--- config.mk ---
export PLATFORM = sky130hd
export DESIGN_NAME = controle_navegacao
export DESIGN_NICKNAME = d
export VERILOG_FILES = /design/src/rtl/nav_pkg.sv /design/src/rtl/temporizador_mov.sv /design/src/rtl/controle_navegacao.sv
export SDC_FILE = /design/constraint.sdc
export NUM_CORES = 1
export LEC_CHECK = 0
export ABC_AREA = 1
export CORE_MARGIN = 2
export CORE_UTILIZATION = 32
export CTS_CLUSTER_DIAMETER = 120
export DETAILED_ROUTE_END_ITERATION = 6
export PLACE_DENSITY = 0.6
export SLEW_MARGIN = 20
export SYNTH_ARGS = -nofsm -noshare
export SYNTH_HDL_FRONTEND = slang
export SYNTH_SLANG_ARGS = --single-unit
--- constraint.sdc ---
create_clock -name clockc3 -period 1.4 [get_ports clockc3]
set_clock_uncertainty 0.2 [all_clocks]
set_input_delay 0.42 -clock clockc3 [delete_from_list [all_inputs] [get_ports clockc3]]
set_output_delay 0.42 -clock clockc3 [all_outputs]
set_load 0.01 [all_outputs]
--- src/rtl/nav_pkg.sv ---
// Shared definitions for the maze-robot navigation block: heading codes
// (same encoding as the movement block), FSM states and rotation helpers.
package nav_pkg;

  localparam logic [2:0] ORI_N = 3'b001;
  localparam logic [2:0] ORI_O = 3'b010;
  localparam logic [2:0] ORI_L = 3'b011;
  localparam logic [2:0] ORI_S = 3'b100;

  localparam int TIMEOUT_MOV_PAD = 15;

  typedef enum logic [2:0] {
    OCIOSO    = 3'd0,
    AVALIA    = 3'd1,
    AVANCA    = 3'd2,
    CONCLUIDO = 3'd3,
    ERRO      = 3'd4
  } estado_t;

  // Left turn: N -> O -> S -> L -> N
  function automatic logic [2:0] gira_esq(input logic [2:0] o);
    case (o)
      ORI_N:   return ORI_O;
      ORI_O:   return ORI_S;
      ORI_S:   return ORI_L;
      default: return ORI_N;
    endcase
  endfunction

  // Right turn: N -> L -> S -> O -> N
  function automatic logic [2:0] gira_dir(input logic [2:0] o);
    case (o)
      ORI_N:   return ORI_L;
      ORI_L:   return ORI_S;
      ORI_S:   return ORI_O;
      default: return ORI_N;
    endcase
  endfunction

endpackage

--- src/rtl/temporizador_mov.sv ---
// Movement watchdog: loadable down-counter. Loaded when a step is requested,
// counts down while enabled, and flags expiry when it reaches zero.
module temporizador_mov #(
  parameter int W_TMO = 4
) (
  input  logic             clockc3,
  input  logic             reset,
  input  logic             limpa,
  input  logic             carrega,
  input  logic             habilita,
  input  logic [W_TMO-1:0] valor,
  output logic             expirou
);

  logic [W_TMO-1:0] tmo;

  // Load on step start, clear when idle, otherwise count down to zero
  always_ff @(posedge clockc3) begin
    if (reset)                      tmo <= '0;
    else if (carrega)               tmo <= valor;
    else if (limpa)                 tmo <= '0;
    else if (habilita && tmo != '0) tmo <= tmo - 1'b1;
  end

  assign expirou = habilita && (tmo == '0);

endmodule

--- src/rtl/controle_navegacao.sv ---
// Left-hand wall-follower sequencer. Optional step counter / step-limit abort
// is enabled by defining CONTADOR_PASSOS_EN.
module controle_navegacao
  import nav_pkg::*;
#(
`ifdef CONTADOR_PASSOS_EN
  parameter int MAX_PASSOS  = 255,
  parameter int W_PASSOS    = 8,
`endif
  parameter int TIMEOUT_MOV = TIMEOUT_MOV_PAD
) (
  input  logic       clockc3,
  input  logic       reset,
  input  logic       iniciar,
  input  logic       parede_frente,
  input  logic       parede_esq,
  input  logic       chegou,
  input  logic       mov_ok,
  output logic       avancar,
  output logic [2:0] orientacao,
  output logic       ocupado,
  output logic       fim,
  output logic       erro
`ifdef CONTADOR_PASSOS_EN
  ,
  output logic [W_PASSOS-1:0] passos
`endif
);

  localparam int W_TMO = (TIMEOUT_MOV > 1) ? $clog2(TIMEOUT_MOV) : 1;

  estado_t    estado, proximo;
  logic [2:0] ori_r;
  logic [1:0] giros;
  logic       reinicia, gira_e, gira_d, passo_ok;
  logic       limite, expirou, carrega_tmo;

`ifdef CONTADOR_PASSOS_EN
  assign limite = (passos == W_PASSOS'(MAX_PASSOS - 1));
`else
  assign limite = 1'b0;
`endif

  // State register
  always_ff @(posedge clockc3) begin
    if (reset) estado <= OCIOSO;
    else       estado <= proximo;
  end

  // Next-state decision and the per-edge actions that go with it
  always_comb begin
    proximo  = estado;
    reinicia = 1'b0;
    gira_e   = 1'b0;
    gira_d   = 1'b0;
    passo_ok = 1'b0;
    case (estado)
      OCIOSO, CONCLUIDO, ERRO: begin
        if (iniciar) begin
          proximo  = AVALIA;
          reinicia = 1'b1;
        end
      end
      AVALIA: begin
        if (chegou) begin
          proximo = CONCLUIDO;
        end else if (!parede_esq) begin
          gira_e  = 1'b1;
          proximo = AVANCA;
        end else if (!parede_frente) begin
          proximo = AVANCA;
        end else if (giros == 2'd3) begin
          proximo = ERRO;
        end else begin
          gira_d  = 1'b1;
        end
      end
      AVANCA: begin
        // mov_ok wins over a simultaneous timeout
        if (mov_ok) begin
          passo_ok = 1'b1;
          proximo  = limite ? ERRO : AVALIA;
        end else if (expirou) begin
          proximo  = ERRO;
        end
      end
      default: proximo = OCIOSO;
    endcase
  end

  // Heading and consecutive right-turn counter
  always_ff @(posedge clockc3) begin
    if (reset || reinicia) begin
      ori_r <= ORI_N;
      giros <= 2'd0;
    end else begin
      if (gira_e) begin
        ori_r <= gira_esq(ori_r);
      end else if (gira_d) begin
        ori_r <= gira_dir(ori_r);
        giros <= giros + 2'd1;
      end
      if (passo_ok) giros <= 2'd0;
    end
  end

`ifdef CONTADOR_PASSOS_EN
  // Completed-step counter, saturating at the limit
  always_ff @(posedge clockc3) begin
    if (reset || reinicia)                                  passos <= '0;
    else if (passo_ok && passos != W_PASSOS'(MAX_PASSOS))   passos <= passos + 1'b1;
  end
`endif

  assign carrega_tmo = (estado == AVALIA) && (proximo == AVANCA);

  temporizador_mov #(
    .W_TMO(W_TMO)
  ) u_tmo (
    .clockc3 (clockc3),
    .reset   (reset),
    .limpa   (estado != AVANCA),
    .carrega (carrega_tmo),
    .habilita(estado == AVANCA),
    .valor   (W_TMO'(TIMEOUT_MOV - 1)),
    .expirou (expirou)
  );

  // Outputs decoded from registered state only
  always_comb begin
    avancar    = (estado == AVANCA);
    ocupado    = (estado == AVALIA) || (estado == AVANCA);
    fim        = (estado == CONCLUIDO);
    erro       = (estado == ERRO);
    orientacao = ori_r;
  end

endmodule

==> flow_metrics.tcl <==
set metrics [dict create \
    status "finished, violations left" \
    violations "negative setup slack" \
    antenna_left 0 \
    cp_slowest_cell "dfxtp_4" \
    regArea_um2 258 \
    placed_cell_area_um2 1100 \
    grt_pass1_wl_um 3850 \
    track_usage_pct 19.1 \
    dr.pass1.iters 4 \
    io_buffers 13 \
    clock-root-buffer "clkbuf_4" \
    area_growth_pct 85.6 \
    nets 174 \
    routed_via_density 4.96 \
    grt-ovfl-total 0 \
    yosysSeqAreaShare_pct 33.0 \
    drv_slew 0 \
    dieArea_um2 2670 \
    syn_avg_cell_area_um2 6.50 \
    synth_cells 112 \
    crit_family "flip-flops" \
    p_total_mw 0.972 \
    drt_iter0_drc 29 \
    finalWirelength_um 2420 \
    synth_nets 121 \
    p_per_area_nw_per_um2 719 \
    vdd_drop_max_uv 448 \
    ys.flop_type "dfxtp_1" \
    hpwlAfterDp_um 1510 \
    cp.required_ns 0.78 \
    cap_viol_max_count 0 \
    wl_per_cell_um 12.6 \
    async_reset_ff_share_pct 0 \
    start_util_pct 33.2 \
    cp_max_fo 4 \
    synth_cell_type_count 22 \
    io_pins 14 \
    clockBufferDepth 2 \
    post-route-util_pct 61.7 \
    r2r-start "estado[0]$_SDFF_PP0_" \
    hold_path_depth 2 \
    grt_max_degree 8 \
    die_h_um 51.7 \
    crit_buf_inv 2 \
    nFillCells 195 \
    crit_cells 5 \
    vias 953 \
    hold_buffers 0 \
    max_stage_delay_ns 0.40 \
    synth_area_um2 728 \
    core_um2 2190 \
    cts_tree "yes" \
    num_rows 17 \
    r2r_end "u_tmo.tmo[1]$_SDFFE_PP0P_" \
    drc 0 \
    critical_path.startpoint_type "flip-flop" \
    grt_pass1_vias 890 \
    ys_warn_count 0 \
    holdWs_ns 0.276 \
    hold_path.class "reg2reg" \
    cts_buffers 3 \
    antennaDiodeCount 0 \
    max_freq_mhz 575 \
    cts_sinks 12 \
    worstSetupPathType "reg2out" \
    clkLatencyLatePin_ns 0.28 \
    crit_arrival_ns 1.12 \
    regToRegSetupSlack_ns -0.24 \
    cp_cell_sequence "inv_6, nor2_4, nand2_4, nand2_2, buf_6" \
    setup_ws_ns -0.339 \
    drive_gt1_share_pct 51.2 \
    place.gp.congestion 0.802 \
    hold_violations 0 \
    finalCriticalPeriod_ns 1.74 \
    htree_levels 1 \
    fin_area_um2 1350 \
    antenna_found_initial 0 \
    max-slew-margin-rel_pct 83.7 \
    min_from "giros[1]$_SDFFE_PP0P_" \
    synth.ff_latch_count 12 \
    finalSetupViolCount 15 \
    cp-end-kind "primary output" \
    tightest_slew_ns 0.242 \
    synth_edf_count 0 \
    rsz0062_at_grt "true" \
    reg2reg_depth 9 \
    min_to "giros[1]$_SDFFE_PP0P_" \
    dieWidth_um 51.7 \
    post-route-period-util_pct 124 \
    multiInputGateArea_um2 559 \
    power.leakage_nw 0.619 \
    clk_pin_slew_ns 0.09 \
]
## synth_stat cells, drive strengths merged, types with 2 or more instances
library cell / n / area, µm²
nand4: 2 / 12.5
inv: 16 / 60.1
a21oi: 6 / 30.0
nor3: 6 / 46.3
nor2: 18 / 67.6
nand2: 28 / 105
dfxtp: 12 / 240
ha: 2 / 25.0
xor2: 2 / 17.5
nand3: 8 / 45.0
nand3b: 2 / 15.0
o21ai: 5 / 25.0
## worst max path at each step
stage / startpoint / end / slack (ns)
floorplan: parede_frente / orientacao[2]$_SDFFE_PP0P_ / 0.04
global placement: parede_esq / orientacao[0]$_SDFFE_PP1P_ / -0.52
detailed placement: parede_esq / orientacao[0]$_SDFFE_PP1P_ / -0.57
CTS: estado[1]$_SDFF_PP0_ / ocupado / -0.29
global route: estado[1]$_SDFF_PP0_ / ocupado / -0.37
finish: estado[1]$_SDFF_PP0_ / ocupado / -0.34
## repair_timing
item                                    CTS  global route
endpoints found under the setup margin   18            16
buffers inserted                          6             4
resized for setup                        68            19
pin swaps                                18            14
## cell families after synthesis
group | share of synthesized area [%]
AOI/OAI and AO/OA | 10.8
DFF | 33.0
buffers and inverters | 8.25
xor gates and xnor gates | 3.61
adders and majority gates | 3.44
and+or+nand+nor | 40.9
## registers in the layout, summed over array words and instances, names as in the netlist
signal,flops
giros,2
u_tmo.tmo,4
estado,3
orientacao,3
## through the flow
step,TNS (ns),cells,worst slack [ns]
after floorplan,0,112,0.0372
after global placement,-6.62,179,-0.515
after detailed placement,-6.99,179,-0.567
after CTS,-3.23,189,-0.290
after global routing,-4.30,192,-0.369
final,-3.10,192,-0.339
## tightest hold or removal path, cell delays in order, from the launching register on
cell and delay (ns):
dfxtp_1 0.32, nand2_1 0.06, a21oi_1 0.05
## layout by cell type, fill, tap and decap left out, types with 3 or more instances in the layout
| cell | n |
|---|---|
| buf_4 | 28 |
| nand2_1 | 22 |
| nor2_1 | 14 |
| buf_6 | 9 |
| inv_1 | 8 |
| inv_2 | 6 |
| clkdlybuf4s50_1 | 5 |
| dfxtp_2 | 5 |
| buf_2 | 5 |
| nor2_4 | 4 |
| nand2_2 | 4 |
| nor3_1 | 4 |
| a21oi_1 | 4 |
| dfxtp_1 | 4 |
| nand3_2 | 3 |
| nand3_1 | 3 |
| clkbuf_4 | 3 |
| dfxtp_4 | 3 |
## final cells by class
class                           count  share of cell area (%)
Sequential cell                    12                    19.1
Tap cell                           28                    2.59
Inverter                           16                    5.00
Multi-Input combinational cell     84                    41.4
Clock buffer                        4                    2.69
Timing Repair Buffer               48                    29.3
## where the power goes
group	switching, mW	total [mW]	internal, mW
Combinational	0.152	0.308	0.156
Clock	0.132	0.290	0.158
Sequential	0.0205	0.373	0.353
Total	0.305	0.972	0.667
## layer usage
metal	vias up	share of wire, %	global-route usage, %
li1	467	-	-
met1	447	45	24.5
met2	34	49	32.7
met3	5	4.3	3.45
met4	0	1.4	5.26
met5	-	0	0
No activity file was read; power rests on OpenSTA's default activity.
==> RTL edit 1 (config.mk and constraints unchanged) <==
Register the output `erro`, cleared by the reset; this adds one clock of latency there. The other outputs are not delayed to match.
--- a/src/rtl/controle_navegacao.sv
+++ b/src/rtl/controle_navegacao.sv
@@ -28,6 +28,8 @@
 );
 
   localparam int W_TMO = (TIMEOUT_MOV > 1) ? $clog2(TIMEOUT_MOV) : 1;
+
+  logic erro_d;
 
   estado_t    estado, proximo;
   logic [2:0] ori_r;
@@ -131,8 +133,16 @@
     avancar    = (estado == AVANCA);
     ocupado    = (estado == AVALIA) || (estado == AVANCA);
     fim        = (estado == CONCLUIDO);
-    erro       = (estado == ERRO);
+    erro_d     = (estado == ERRO);
     orientacao = ori_r;
+  end
+
+  always_ff @(posedge clockc3) begin
+    if (reset) begin
+      erro <= '0;
+    end else begin
+      erro <= erro_d;
+    end
   end
 
 endmodule
Behaviour: not the same (Yosys sat finds a counterexample within 10 cycles, from zero or initial values and one cycle with reset high).
==> RTL edit 1 against the unedited design <==
The run still ends with negative setup slack left. Setup slack gained 0.12 ns. Routed wire length shrank 6.0%. Largest cell class unchanged. Sequential cell count grew 1. Critical path depth shrank 1. First-iteration DRC count shrank 72%. Final area grew 5.0%. Synthesized area grew 10%. Power grew 6.2%.
==> RTL edit 1: results (changes against the unedited design) <==
- Synth area leaders: dfxtp_1, nand2_1, inv_1, nand3_1, nor2_1 (was dfxtp_1, nand2_1, nor2_1, inv_1, nand3_1)
- GPL Wtd Cong: 0.7864 (was 0.8021)
- Internal: 0.6793 mW (was 0.6671 mW)
- Vias per cell: 4.688 (was 4.964)
- Comb pwr share: 36.1% (was 31.7%)
- Met2 routed WL: 1212 um (was 1181 um)
- Adder-cell share of the synthesized area: 3.120% (was 3.436%)
- Register area share after synthesis: 32.45% (was 32.99%)
- Vias in the first global route: 915 (was 890)
- Final worst slack: -0.2184 ns (was -0.3395 ns)
- Final setup vio count: 13 (was 15)
- Fill count: 221 (was 195)
- Failing checks: negative setup slack (unchanged)
- Met3 Resource Use GR: 3.611% (was 3.448%)
- Placed cells: 195 (was 179)
- DR iter-0 viols: 8 (was 29)
- Post-Place Worst Slack: -0.5234 ns (was -0.5673 ns)
- Complex-gate fraction of the synthesized area: 10.14% (was 10.82%)
- WL met3: 80 um (was 104 um)
- GR Layer Usage met2: 32.52% (was 32.69%)
- Tot GR Track Use: 17.39% (was 19.10%)
- Worst-margin pin slew: 0.2817 ns (was 0.2423 ns)
- Fin cells: 208 (was 192)
- Status: finished, violations left (unchanged)
- P_leak: 0.6751 nW (was 0.6190 nW)
- Post-synth top cells: nand2_1, inv_1, nor2_1 (was nand2_1, nor2_1, inv_1)
- Placed wire-length estimate: 1467 um (was 1506 um)
- First-pass GRT wire length: 3691 um (was 3850 um)
- Count of cell types in the netlist: 17 (was 22)
- CP max FO: 3 (was 4)
- P_sw: 0.3532 mW (was 0.3048 mW)
- Fin nets: 188 (was 174)
- Wirelength, routed: 2275 um (was 2420 um)
- VDD IR max: 0.5336 mV (was 0.4476 mV)
[RTL edit 1: changes by cell type in the layout (fill, tap and decap cells not counted), moves of 3 or more]
cell / before / now
nor2_4: 4 / 7
clkdlybuf4s50_1: 5 / 2
nand3_1: 3 / 9
inv_1: 8 / 18
nor2_1: 14 / 10
nor2_2: 0 / 4
a21oi_2: 2 / 7
nand2_1: 22 / 27
buf_4: 28 / 22
[RTL edit 1: final timing paths]
| kind | start | endpoint | slack (ns) | cells past startpoint |
|---|---|---|---|---|
| hold reg to reg | giros[1]$_SDFFE_PP0P_ | giros[1]$_SDFFE_PP0P_ | 0.29 | 2 |
| setup / recovery | estado[0]$_SDFF_PP0_ | ocupado | -0.22 | 4 |
| setup reg to reg | estado[0]$_SDFF_PP0_ | u_tmo.tmo[1]$_SDFFE_PP0P_ | -0.15 | 10 |
| hold / removal | giros[1]$_SDFFE_PP0P_ | giros[1]$_SDFFE_PP0P_ | 0.29 | 2 |
[RTL edit 1: layout make-up]
type / count / share of cell area, %
flip-flops and latches: 13 / 19.40
repair buffers: 43 / 25.31
well taps: 30 / 2.646
inverters: 28 / 8.113
multi-input cells: 90 / 42.68
clock buffers: 4 / 1.852
[RTL edit 1: per-stage QoR]
stage | TNS, ns | area (um2)
global placement | -5.511 | 1124
CTS | -1.182 | 1266
floorplan | 0 | 802.0
global route | -2.720 | 1419
detailed placement | -5.796 | 1124
finish | -1.710 | 1419
[RTL edit 1: what timing repair did]
item | CTS | global route
gates resized for setup | 72 | 37
pin swaps | 17 | 16
setup buffers | 7 | 3
setup endpoints to repair | 17 | 15
[RTL edit 1: worst max-delay path: stages (launching register included)]
cell,delay [ns]
dfxtp_4,0.37
buf_6,0.12
nand3_4,0.05
nand2_1,0.05
buf_2,0.13
==> RTL edit 2 (same flow settings) <==
Without the edit above. The option `CONTADOR_PASSOS_EN` is turned on by a define.
--- a/src/rtl/controle_navegacao.sv
+++ b/src/rtl/controle_navegacao.sv
@@ -1,5 +1,7 @@
 // Left-hand wall-follower sequencer. Optional step counter / step-limit abort
 // is enabled by defining CONTADOR_PASSOS_EN.
+`define CONTADOR_PASSOS_EN
+
 module controle_navegacao
   import nav_pkg::*;
 #(
Formal check against the unedited RTL (old outputs only; new: passos): no difference found for any inputs over 10 cycles, from zero or initial values and one cycle with reset high; that may be too few to reach the edited logic, so the function may still have changed.
==> RTL edit 2 against the unedited design <==
The run still ends with negative setup slack left. Cell count grew 61%. Via count up 45%. Sequential share of layout area up 0.61 points. Count of clock-buffer cells in the layout did not move. Sequential cell count increased by 8. Power up 41%. Synthesized area increased by 67%. Core utilization shrank 2.7 points. Final area rose by 60%. Routed wire length grew 39%. Synthesized cell count rose by 68%. Setup slack better by 0.11 ns. Largest cell class unchanged. Largest power group unchanged. Highest routed layer unchanged.
==> RTL edit 2: results (changes against the unedited design) <==
- DR iter-0 viols: 39 (was 29)
- Placed wire-length estimate: 2208 um (was 1506 um)
- CP max FO: 5 (was 4)
- Final setup TNS: -2.362 ns (was -3.102 ns)
- Final setup vio count: 24 (was 15)
- Worst skew pair latency: 0.26 ns (was 0.28 ns)
- Fin nets: 273 (was 174)
- Root buf cell: clkbuf_8 (was clkbuf_4)
- Slew margin rel.: 85.61% (was 83.73%)
- XOR/XNOR share of the synthesized area: 3.593% (was 3.608%)
- Placed Area: 1770 um2 (was 1097 um2)
- Tot GR Track Use: 15.53% (was 19.10%)
- Status: finished, violations left (unchanged)
- P_leak: 1.005 nW (was 0.6190 nW)
- Adder-cell share of the synthesized area: 4.107% (was 3.436%)
- Largest net degree at the start of global routing: 12 (was 8)
- Complex-gate fraction of the synthesized area: 15.50% (was 10.82%)
- Failing checks: negative setup slack (unchanged)
- CP arrival: 1.01 ns (was 1.12 ns)
- Crit-path max cell delay: 0.42 ns (was 0.40 ns)
- First-pass GRT wire length: 5361 um (was 3850 um)
- GPL Wtd Cong: 0.7697 (was 0.8021)
- Count of cell types in the netlist: 25 (was 22)
- VDD IR max: 0.3762 mV (was 0.4476 mV)
- Final worst slack: -0.2300 ns (was -0.3395 ns)
- Register area share after synthesis: 32.85% (was 32.99%)
- R2R setup slack: -0.13 ns (was -0.24 ns)
- Fraction of layout instances using a drive strength above 1: 54.41% (was 51.22%)
- Fill count: 350 (was 195)
- Wirelength, routed: 3366 um (was 2420 um)
- Vias in the first global route: 1234 (was 890)
- Vias post-DR: 1385 (was 953)
## RTL edit 2: per-layer routing
layer  share of wire (%)  GRT usage (%)  vias to the layer above
met5                   0              0                        -
met4                0.51          3.125                        0
met3                 2.4          1.541                        2
met2                  51          26.01                       18
met1                  46          21.60                      620
li1                    -              -                      745
## RTL edit 2: power by group
part	internal [mW]	switching, mW
Clock	0.203	0.198
Combinational	0.170	0.189
Sequential	0.585	0.0246
## RTL edit 2: kinds of logic (layout without fill, tap and decap cells)
group / after synthesis / after routing
compound gates: 32 / 32
xor+xnor: 5 / 5
fa+ha+maj: 4 / 4
buf+inv: 34 / 106
flops: 20 / 20
simple gates: 93 / 94
## RTL edit 2: final cells by class
class,instances,area (um2),area share (%)
multi-input combinational,135,933.4,43.20
timing repair buffer,69,550.5,25.48
sequential,20,425.4,19.69
inverter,33,146.4,6.775
tap,48,60.06,2.779
clock buffer,4,45.04,2.085
## RTL edit 2: path summary, 6_finish.rpt
path / startpoint / endpoint / depth (start not counted)
worst max-delay path: estado[0]$_SDFF_PP0_ / ocupado / 4
worst max register to register: passos[0]$_SDFFE_PP0P_ / passos[1]$_SDFFE_PP0P_ / 9
worst min-delay path: u_tmo.tmo[0]$_SDFFE_PP0P_ / u_tmo.tmo[0]$_SDFFE_PP0P_ / 2
worst min register to register: u_tmo.tmo[0]$_SDFFE_PP0P_ / u_tmo.tmo[0]$_SDFFE_PP0P_ / 2
## RTL edit 2: worst register-to-register path: stages, from the launching register on
cell and delay, ns:
dfxtp_2 0.35, buf_6 0.11, ha_4 0.13, inv_4 0.04, nor2_4 0.10, nand2_2 0.11
nand2_4 0.15, inv_8 0.07, o21ai_2 0.14, a21oi_2 0.04
## RTL edit 2: per-stage QoR
stage	worst slack (ns)	util [%]	total power [mW]	hold WS, ns	cells
detailed placement	-0.5281	48.36	0.8750	0.2602	291
CTS	-0.2415	51.95	1.321	0.2714	304
floorplan	0.004145	-	0.7544	0.2435	188
finish	-0.2300	59.02	1.370	0.2786	309
global route	-0.2689	59.02	1.454	0.2932	309
global placement	-0.4986	48.36	0.8745	0.2563	291
## RTL edit 2: what timing repair did
action / CTS / global route
pin swaps: 18 / 27
gates resized for setup: 105 / 57
gates cloned: 1 / 0
hold buffers: 0 / 0
setup buffers: 10 / 9
endpoints found under the setup margin: 34 / 25
